$ cat config.mk
export PLATFORM = sky130hd
export DESIGN_NAME = approx_adder_eval_pipe
export DESIGN_NICKNAME = d
export VERILOG_FILES = /design/src/rtl/approx_adder_eval_pipe.sv
export SDC_FILE = /design/constraint.sdc
export NUM_CORES = 1
export LEC_CHECK = 0
export BUFFER_PORTS_ARGS = -buffer_cell sky130_fd_sc_hd__buf_2
export CAP_MARGIN = 15
export CORE_MARGIN = 3
export CORE_UTILIZATION = 40
export CTS_CLUSTER_SIZE = 25
export DETAILED_ROUTE_END_ITERATION = 8
export SETUP_SLACK_MARGIN = 0.2
export SLEW_MARGIN = 40
export SYNTH_ARGS = -nofsm -noshare
export SYNTH_HDL_FRONTEND = slang
export SYNTH_SLANG_ARGS = --single-unit
$ cat constraint.sdc
create_clock -name clk -period 11.6 [get_ports clk]
set_input_delay 1.74 -clock clk [delete_from_list [all_inputs] [get_ports clk]]
set_output_delay 1.74 -clock clk [all_outputs]
set_load 0.05 [all_outputs]
$ cat src/rtl/approx_adder_eval_pipe.sv
// approx_adder_eval_pipe
//   Two-stage pipelined approximate adder with error accounting. Each
//   operand pair produces an approximate sum (mode chosen per transaction),
//   the exact sum, and the absolute difference between them. Running
//   statistics are accumulated over completed output handshakes.
// Ports
//   clk, rst            : clock (rising edge), synchronous active-high reset
//   in_valid/in_ready   : operand handshake; in_a, in_b, in_mode sampled on accept
//   out_valid/out_ready : result handshake; out_sum, out_exact, out_err
//   stat_clear          : synchronous clear of every statistic
//   stat_samples        : completed output handshakes (saturating)
//   stat_errors         : handshakes with nonzero error (saturating)
//   stat_max_err        : largest error seen
//   stat_sum_err        : saturating sum of errors
//   stat_sat            : sticky flag, set when any statistic saturates
module approx_adder_eval_pipe #(
  parameter int WIDTH      = 16,
  parameter int APPROX_LSB = 6,
  parameter int ERR_W      = 32,
  parameter int CNT_W      = 32
) (
  input  logic             clk,
  input  logic             rst,
  input  logic             in_valid,
  output logic             in_ready,
  input  logic [WIDTH-1:0] in_a,
  input  logic [WIDTH-1:0] in_b,
  input  logic [1:0]       in_mode,
  output logic             out_valid,
  input  logic             out_ready,
  output logic [WIDTH:0]   out_sum,
  output logic [WIDTH:0]   out_exact,
  output logic [WIDTH:0]   out_err,
  input  logic             stat_clear,
  output logic [CNT_W-1:0] stat_samples,
  output logic [CNT_W-1:0] stat_errors,
  output logic [WIDTH:0]   stat_max_err,
  output logic [ERR_W-1:0] stat_sum_err,
  output logic             stat_sat
);

  localparam int L    = APPROX_LSB;
  localparam int HI_W = WIDTH - APPROX_LSB;
  // Wide enough to hold sum_err + err without wrapping, whichever is wider.
  localparam int SW   = ((ERR_W > WIDTH + 1) ? ERR_W : WIDTH + 1) + 1;
  localparam logic [SW-1:0] SUM_LIMIT = {{(SW-ERR_W){1'b0}}, {ERR_W{1'b1}}};

  typedef enum logic [1:0] {
    MODE_EXACT = 2'd0,
    MODE_TRUNC = 2'd1,
    MODE_LOR   = 2'd2,
    MODE_RSVD  = 2'd3
  } mode_e;

  // Stage 1
  logic             s1_valid_q, s1_valid_d;
  logic [WIDTH-1:0] s1_a_q, s1_a_d;
  logic [WIDTH-1:0] s1_b_q, s1_b_d;
  mode_e            s1_mode_q, s1_mode_d;

  // Stage 2
  logic             s2_valid_q, s2_valid_d;
  logic [WIDTH:0]   s2_sum_q, s2_sum_d;
  logic [WIDTH:0]   s2_exact_q, s2_exact_d;
  logic [WIDTH:0]   s2_err_q, s2_err_d;

  // Statistics
  logic [CNT_W-1:0] samples_q, samples_d;
  logic [CNT_W-1:0] errors_q, errors_d;
  logic [WIDTH:0]   max_err_q, max_err_d;
  logic [ERR_W-1:0] sum_err_q, sum_err_d;
  logic             sat_q, sat_d;

  logic             s2_adv;
  logic             s1_adv;
  logic             out_hs;
  logic [WIDTH:0]   exact_c;
  logic [WIDTH:0]   approx_c;
  logic [WIDTH:0]   err_c;
  logic [HI_W:0]    hi_sum_c;
  logic [SW-1:0]    sum_wide_c;

  // Handshake control: S1 may refill in the same cycle S2 drains it.
  always_comb begin
    s2_adv   = !s2_valid_q || out_ready;
    s1_adv   = !s1_valid_q || s2_adv;
    in_ready = s1_adv;
    out_hs   = s2_valid_q && out_ready;
  end

  // Arithmetic on the S1 contents
  always_comb begin
    exact_c  = {1'b0, s1_a_q} + {1'b0, s1_b_q};
    // Upper part only; no carry is allowed to cross into bit L.
    hi_sum_c = {1'b0, s1_a_q[WIDTH-1:L]} + {1'b0, s1_b_q[WIDTH-1:L]};
    unique case (s1_mode_q)
      MODE_TRUNC: approx_c = {hi_sum_c, {L{1'b0}}};
      MODE_LOR:   approx_c = {hi_sum_c, s1_a_q[L-1:0] | s1_b_q[L-1:0]};
      default:    approx_c = exact_c;
    endcase
    err_c = (exact_c >= approx_c) ? (exact_c - approx_c) : (approx_c - exact_c);
  end

  // Pipeline next-state
  always_comb begin
    s1_valid_d = s1_valid_q;
    s1_a_d     = s1_a_q;
    s1_b_d     = s1_b_q;
    s1_mode_d  = s1_mode_q;
    if (s1_adv) begin
      s1_valid_d = in_valid;
      if (in_valid) begin
        s1_a_d    = in_a;
        s1_b_d    = in_b;
        s1_mode_d = mode_e'(in_mode);
      end
    end

    s2_valid_d = s2_valid_q;
    s2_sum_d   = s2_sum_q;
    s2_exact_d = s2_exact_q;
    s2_err_d   = s2_err_q;
    if (s2_adv) begin
      s2_valid_d = s1_valid_q;
      if (s1_valid_q) begin
        s2_sum_d   = approx_c;
        s2_exact_d = exact_c;
        s2_err_d   = err_c;
      end
    end
  end

  // Statistics next-state; clear takes priority over a coincident handshake.
  always_comb begin
    samples_d  = samples_q;
    errors_d   = errors_q;
    max_err_d  = max_err_q;
    sum_err_d  = sum_err_q;
    sat_d      = sat_q;
    sum_wide_c = {{(SW-ERR_W){1'b0}}, sum_err_q} + {{(SW-WIDTH-1){1'b0}}, s2_err_q};
    if (stat_clear) begin
      samples_d = '0;
      errors_d  = '0;
      max_err_d = '0;
      sum_err_d = '0;
      sat_d     = 1'b0;
    end else if (out_hs) begin
      if (samples_q == '1) sat_d = 1'b1;
      else                 samples_d = samples_q + CNT_W'(1);
      if (s2_err_q != '0) begin
        if (errors_q == '1) sat_d = 1'b1;
        else                errors_d = errors_q + CNT_W'(1);
      end
      if (s2_err_q > max_err_q) max_err_d = s2_err_q;
      if (sum_wide_c > SUM_LIMIT) begin
        sum_err_d = '1;
        sat_d     = 1'b1;
      end else begin
        sum_err_d = sum_wide_c[ERR_W-1:0];
      end
    end
  end

  always_ff @(posedge clk) begin
    if (rst) begin
      s1_valid_q <= 1'b0;
      s1_a_q     <= '0;
      s1_b_q     <= '0;
      s1_mode_q  <= MODE_EXACT;
      s2_valid_q <= 1'b0;
      s2_sum_q   <= '0;
      s2_exact_q <= '0;
      s2_err_q   <= '0;
      samples_q  <= '0;
      errors_q   <= '0;
      max_err_q  <= '0;
      sum_err_q  <= '0;
      sat_q      <= 1'b0;
    end else begin
      s1_valid_q <= s1_valid_d;
      s1_a_q     <= s1_a_d;
      s1_b_q     <= s1_b_d;
      s1_mode_q  <= s1_mode_d;
      s2_valid_q <= s2_valid_d;
      s2_sum_q   <= s2_sum_d;
      s2_exact_q <= s2_exact_d;
      s2_err_q   <= s2_err_d;
      samples_q  <= samples_d;
      errors_q   <= errors_d;
      max_err_q  <= max_err_d;
      sum_err_q  <= sum_err_d;
      sat_q      <= sat_d;
    end
  end

  assign out_valid    = s2_valid_q;
  assign out_sum      = s2_sum_q;
  assign out_exact    = s2_exact_q;
  assign out_err      = s2_err_q;
  assign stat_samples = samples_q;
  assign stat_errors  = errors_q;
  assign stat_max_err = max_err_q;
  assign stat_sum_err = sum_err_q;
  assign stat_sat     = sat_q;

endmodule

==> metrics, run 1 <==
cell area after synthesis=12200 µm²; Core Util, Final=47.7%; placed insts=2070; Hold Path Class=reg -> reg; Final Critical Period=5.31 ns; port bufs=205; DIE HEIGHT=181 µm; RSZ-0062 raised after global routing=false; total power=2.01 mW; final net count=1841; PwrDens=141 nW/µm²; Syn Nets=1680; final wirelength=34.3 mm; DRT antenna net count=0; CTS tree=yes; Post-Syn Instances=1545; hold path cells=2; hold path startpoint=out_exact[8]; Synth-to-Final Area Change=16.6%; CORE AREA=29900 µm²; FF-to-FF Start=s1_a_q[7]; initial antenna violation count=0; Max IR drop VDD=0.0951 mV; element type at the critical path end=flip-flop; flops & latches, synth=201; CP required=11.99 ns; clock sinks=201; Syn. warnings=0; leakage power=6.28 nW; Synth Area in XOR/XNOR=6.02%; top_reg_cell synth=dfxtp_1; post-CTS setup repair buffer count=0; maximum buffer depth of the clock tree=3; Die ar.=32700 µm²; result of the run=complete, no violations; number of max-cap violations=0; most common cell after layout, fill and taps aside=buf_2; hpwl dp=25.5 mm; GP Congestion=0.900; via count=11400; post-CTS sizing=0; row count=63; nature of the critical path startpoint=flip-flop; gr busiest metal=met2; R2R cell count=18; relative slew slack=46.7%; Ant. Diodes=0; Hold Buf Count CTS=0; Synth Area in Simple Gates=22.8%; Worst Tran Pin Value=0.800 ns; vias in the first global route=10600; clock root cell=clkbuf_16; Setup Viol. Count Final=0; post-synthesis compound-gate area fraction=19.5%; Seq/Total Area, Yosys=32.9%; FF-to-FF End=out_err[6]; clock latency at the later pin of the worst-skew pair=0.52 ns; WHS Endpoint=out_exact[8]; number of I/O pins=206; Pins Over Slew Limit=0; gr usage total=20.1%; EDFF count, synth=0; fraction of layout instances using a drive strength above 1=15.5%; final instance count without filler cells=2112; GR Layer Usage met1=28.7%; routing usage on met2=32.7%; Hold Violations, Final=0; largest family of logic cells by synthesized area=simple AND/OR/NAND/NOR gates; Vias/cell=5.39; post-synthesis mux area share=3.23%; Detailed Routing Iterations Pass 1=5; FF-to-FF setup slack=6.29 ns; number of H-tree levels=1; Fillers=3026; critical-path maximum fanout=19; Cell variety after synth=75; residual DRC count=0; largest net degree at the start of global routing=102; period utilization=45.8%; global-route wire length before repair=56.1 mm; most frequent cells in the layout=buf_2 (204), dfxtp_1 (201), nand2_1 (179); post-synthesis adder-cell area fraction=10.1%; critical path start-end classification=reg -> reg; CTS buffer count=24; Critical Path AT=5.70 ns; Max Fclk=188 MHz; clock skew=0.00982 ns; Avg Cell Area, Syn=7.91 µm²; die width=181 µm; total congestion overflow=0; total negative slack=0 ns; DR WL/cell=16.2 µm; GRT met3 Usage=2.78%; Starting Density=40.9%; 1st-iter DRT viols=641; Clk pin slew, worst setup/hold paths=0.06 ns; ys async rst share=0%
==> per-stage QoR <==
stage | area, µm² | hold WS, ns | worst slack [ns]
after floorplan | 12200 | 0.440 | 6.77
after global placement | 13500 | 0.441 | 6.35
after detailed placement | 13500 | 0.445 | 6.25
after CTS | 14200 | 0.452 | 6.21
after global routing | 14200 | 0.469 | 5.91
final | 14200 | 0.452 | 6.29
==> kinds of logic after synthesis <==
logic type | Yosys count
AOI/OAI and AO/OA | 377
xor gates and xnor gates | 84
adders and majority gates | 96
buffers and inverters | 169
DFF | 201
muxes | 39
and+or+nand+nor | 579
==> how the worst max path moves through the flow <==
| stage | end | slack [ns] | cells past startpoint | startpoint |
|---|---|---|---|---|
| detailed placement | out_err[6] | 6.25 | 18 | s1_a_q[7] |
| finish | out_err[6] | 6.29 | 18 | s1_a_q[7] |
| floorplan | out_err[6] | 6.77 | 19 | s1_a_q[7] |
| global placement | out_err[6] | 6.35 | 18 | s1_a_q[7] |
| CTS | out_err[6] | 6.21 | 18 | s1_a_q[7] |
| global route | out_err[6] | 5.91 | 18 | s1_a_q[7] |
==> Yosys cell counts (36+ instances only) <==
| cell | n | area [µm²] |
|---|---|---|
| ha_1 | 91 | 1140 |
| inv_1 | 94 | 353 |
| nor2_1 | 161 | 604 |
| a21o_1 | 37 | 278 |
| nand2_1 | 180 | 676 |
| a21oi_1 | 139 | 696 |
| o21ai_0 | 70 | 350 |
| dfxtp_1 | 201 | 4020 |
| nor3_1 | 39 | 195 |
| mux2i_1 | 36 | 360 |
| xor2_1 | 44 | 385 |
| xnor2_1 | 40 | 350 |
| clkbuf_1 | 65 | 244 |
==> critical path: stages, from the launching register on <==
cell and delay [ns]:
dfxtp_1 0.32, ha_1 0.37, a21o_1 0.20, a21o_1 0.22, a21o_1 0.20, a2111oi_1 0.61
o21ai_0 0.24, a31oi_1 0.22, and3_1 0.22, inv_1 0.06, ha_1 0.38, and2_1 0.24
and3_1 0.25, nand3_1 0.14, a31oi_4 0.19, a211o_4 0.31, mux2_1 0.37, and3_1 0.14
or4_1 0.50
==> metal layers <==
layer / part of all wire (%) / vias up
met2: 44 / 286
li1: - / 5755
met1: 48 / 5305
met3: 5.8 / 48
met4: 2.0 / 0
met5: 0 / -
==> flip-flops by register name, indices dropped and copies added, names as in the netlist, 16 cells and up <==
name and flops:
out_err 17, out_exact 17, out_sum 17, s1_a_q 16, s1_b_q 16, stat_errors 32
stat_max_err 17, stat_samples 32, stat_sum_err 32
==> area by class of cell <==
| class | instances | area [µm²] | share of cell area [%] |
|---|---|---|---|
| Multi-Input combinational cell | 1175 | 7550 | 53.0 |
| Sequential cell | 201 | 4020 | 28.3 |
| Timing Repair Buffer | 210 | 1070 | 7.54 |
| Clock buffer | 33 | 664 | 4.67 |
| Tap cell | 390 | 488 | 3.43 |
| Inverter | 94 | 353 | 2.48 |
| Clock inverter | 9 | 83.8 | 0.589 |
==> report_power, final <==
part	switching (mW)	internal (mW)	total, mW
Clock	0.294	0.422	0.716
Combinational	0.345	0.202	0.547
Sequential	0.0339	0.714	0.748
Note: power is estimated with default switching activity, not from simulation.
==> inputs of run 2 (changes only) <==
- clock period: 11.6 -> 5.6 ns (I/O delays scaled with it)
==> metrics, run 2 (synthesized netlist as in run 1, its figures left out) <==
Buf+Inv Stages, Crit Path=2 (+1); Clk pin slew, worst setup/hold paths=0.07 ns (about the same); period utilization=90.9% (+45 points); WHS Endpoint=out_sum[16]; FF-to-FF End=out_err[6]; area post-placement=13500 µm² (+0.38%); element type at the critical path end=flip-flop; metal2 WL=15.3 mm (+0.95%); total negative slack=0 ns (unchanged); number of H-tree levels=1 (unchanged); DR WL met3=2.40 mm (+22%); largest net degree at the start of global routing=102 (unchanged); Hold Violations, Final=0 (unchanged); critical-path maximum fanout=9 (-10); DRT antenna net count=0 (unchanged); M1 wire length=16.0 mm (-2.6%); critical path's slowest cell=or4_1; CP max stage delay=0.50 ns (-0.11 ns); Detailed Routing Iterations Pass 1=5 (unchanged); Top Layer Used=met4; port bufs=205 (unchanged); Final Critical Period=5.09 ns (-0.223 ns); Hold Buf Count CTS=0 (unchanged); DR WL/cell=16.2 µm (-0.31%); final net count=1848 (+0.38%); relative slew slack=47.5% (+0.85 points); clock root cell=clkbuf_16; Synth-to-Final Area Change=17.4%; DIE HEIGHT=181 µm (unchanged); CTS buffer count=24 (unchanged); number of max-cap violations=0 (unchanged); die width=181 µm (unchanged); R2R cell count=21 (+3); Die ar.=32700 µm² (unchanged); Starting Density=40.9% (unchanged); Critical Path AT=5.50 ns (-0.20 ns); hpwl dp=25.6 mm (+0.38%); row count=63 (unchanged); PwrDens=297 nW/µm² (+110%); global-route wire length before repair=56.0 mm (-0.20%); Max Fclk=196 MHz (+4.4%); total congestion overflow=0 (unchanged); CORE AREA=29900 µm² (unchanged); final wirelength=34.3 mm (about the same); CP delay by family, top=compound AO/OA/AOI/OAI gates; result of the run=complete, no violations; residual DRC count=0 (unchanged); GP Congestion=0.911 (+1.1%); hold path cells=2 (unchanged); maximum buffer depth of the clock tree=3 (unchanged); clock latency at the later pin of the worst-skew pair=0.53 ns (about the same); Pins Over Slew Limit=0 (unchanged); fin area=14300 µm² (+0.73%); CP required=6.01 ns (-5.98 ns); gr usage total=20.1% (about the same); vias in the first global route=10700 (+0.65%); hold path startpoint=out_sum[16]; FF-to-FF setup slack=0.51 ns (-5.78 ns); nature of the critical path startpoint=flip-flop; worst-path cell chain=ha_1 > inv_1 > fa_1 > nor2b_1 > o21a_1 > o21ai_0 > a21boi_0 > o21a_1 > o21ai_0 > nor2b_1 > a221o_1 > inv_1 > ha_1 > and2_1 > nand3_1 > o21ai_0 > a21o_1 > a211o_4 > mux2_1 > and3_1 > or4_1; Max IR drop VDD=0.207 mV (+120%); Vias/cell=5.42 (+0.40%); Setup Viol. Count Final=0 (unchanged); leakage power=6.33 nW (+0.78%); RSZ-0062 raised after global routing=false; most common cell after layout, fill and taps aside=buf_2; number of I/O pins=206 (unchanged); Worst Tran Pin Value=0.787 ns (-0.0128 ns); 1st-iter DRT viols=717 (+12%); initial antenna violation count=0 (unchanged); Core Util, Final=48.0% (+0.35 points); Hold Path Class=reg -> reg; Ant. Diodes=0 (unchanged); critical path start-end classification=reg -> reg; Most common cell on crit path=o21ai_0; via count=11500 (+0.74%); most frequent cells in the layout=buf_2 (204), dfxtp_1 (201), nand2_1 (179); clock sinks=201 (unchanged); clock skew=0.0175 ns (+0.00769 ns); fraction of layout instances using a drive strength above 1=16.1% (+0.57 points); CTS tree=yes; FF-to-FF Start=s1_a_q[6]
-- run 2: worst max path at each step --
| stage | from | endpoint | slack [ns] | cells after the start |
|---|---|---|---|---|
| floorplan | s1_a_q[7] | out_err[6] | 0.77 | 19 |
| global placement | s1_a_q[3] | out_err[6] | 0.57 | 19 |
| detailed placement | s1_a_q[3] | out_err[6] | 0.47 | 19 |
| CTS | s1_a_q[3] | out_err[6] | 0.44 | 19 |
| global route | s1_a_q[3] | out_err[7] | 0.21 | 20 |
| finish | s1_a_q[6] | out_err[6] | 0.51 | 21 |
-- run 2: power breakdown --
group          total [mW]  internal [mW]  leakage [nW]  switching, mW
Clock                1.57          0.944         0.391          0.625
Combinational        1.13          0.425          4.31          0.710
Sequential           1.55           1.48          1.63         0.0713
Total                4.25           2.85          6.33           1.41
-- run 2: per-stage QoR --
step                      instances  worst slack (ns)  hold slack, ns  power [mW]
final                          2119             0.511           0.450        4.25
after detailed placement       2077             0.471           0.445        2.70
after global placement         2077             0.570           0.443        2.70
after floorplan                1545             0.767           0.440        2.44
after global routing           2119             0.205           0.476        4.48
after CTS                      2119             0.444           0.453        4.29
-- run 2: area by class of cell --
class,instances,area [µm²]
clock buffers,33,684
clock inverters,9,109
fillers,3036,15500
inverters,94,353
multi-input cells,1175,7560
flip-flops and latches,201,4020
well taps,390,488
repair buffers,217,1120
-- run 2: timing repair --
action / in CTS / in global routing
buffers inserted: 0 / 0
resized for setup: 0 / 2
endpoints found under the setup margin: 0 / 5
-- run 2: tightest hold or removal path, delay by kind of cell, from the launching register on --
| kind | cells | cell delay, ns |
|---|---|---|
| AO/OA/AOI/OAI | 1 | 0.05 |
| flip-flops | 1 | 0.30 |
| AND/OR/NAND/NOR | 1 | 0.05 |
-- run 2: routing by layer --
| metal | global-route usage, % | up-vias |
|---|---|---|
| li1 | - | 5773 |
| met1 | 28.6 | 5314 |
| met2 | 32.4 | 350 |
| met3 | 2.94 | 41 |
| met4 | 4.70 | 0 |
| met5 | 0 | - |
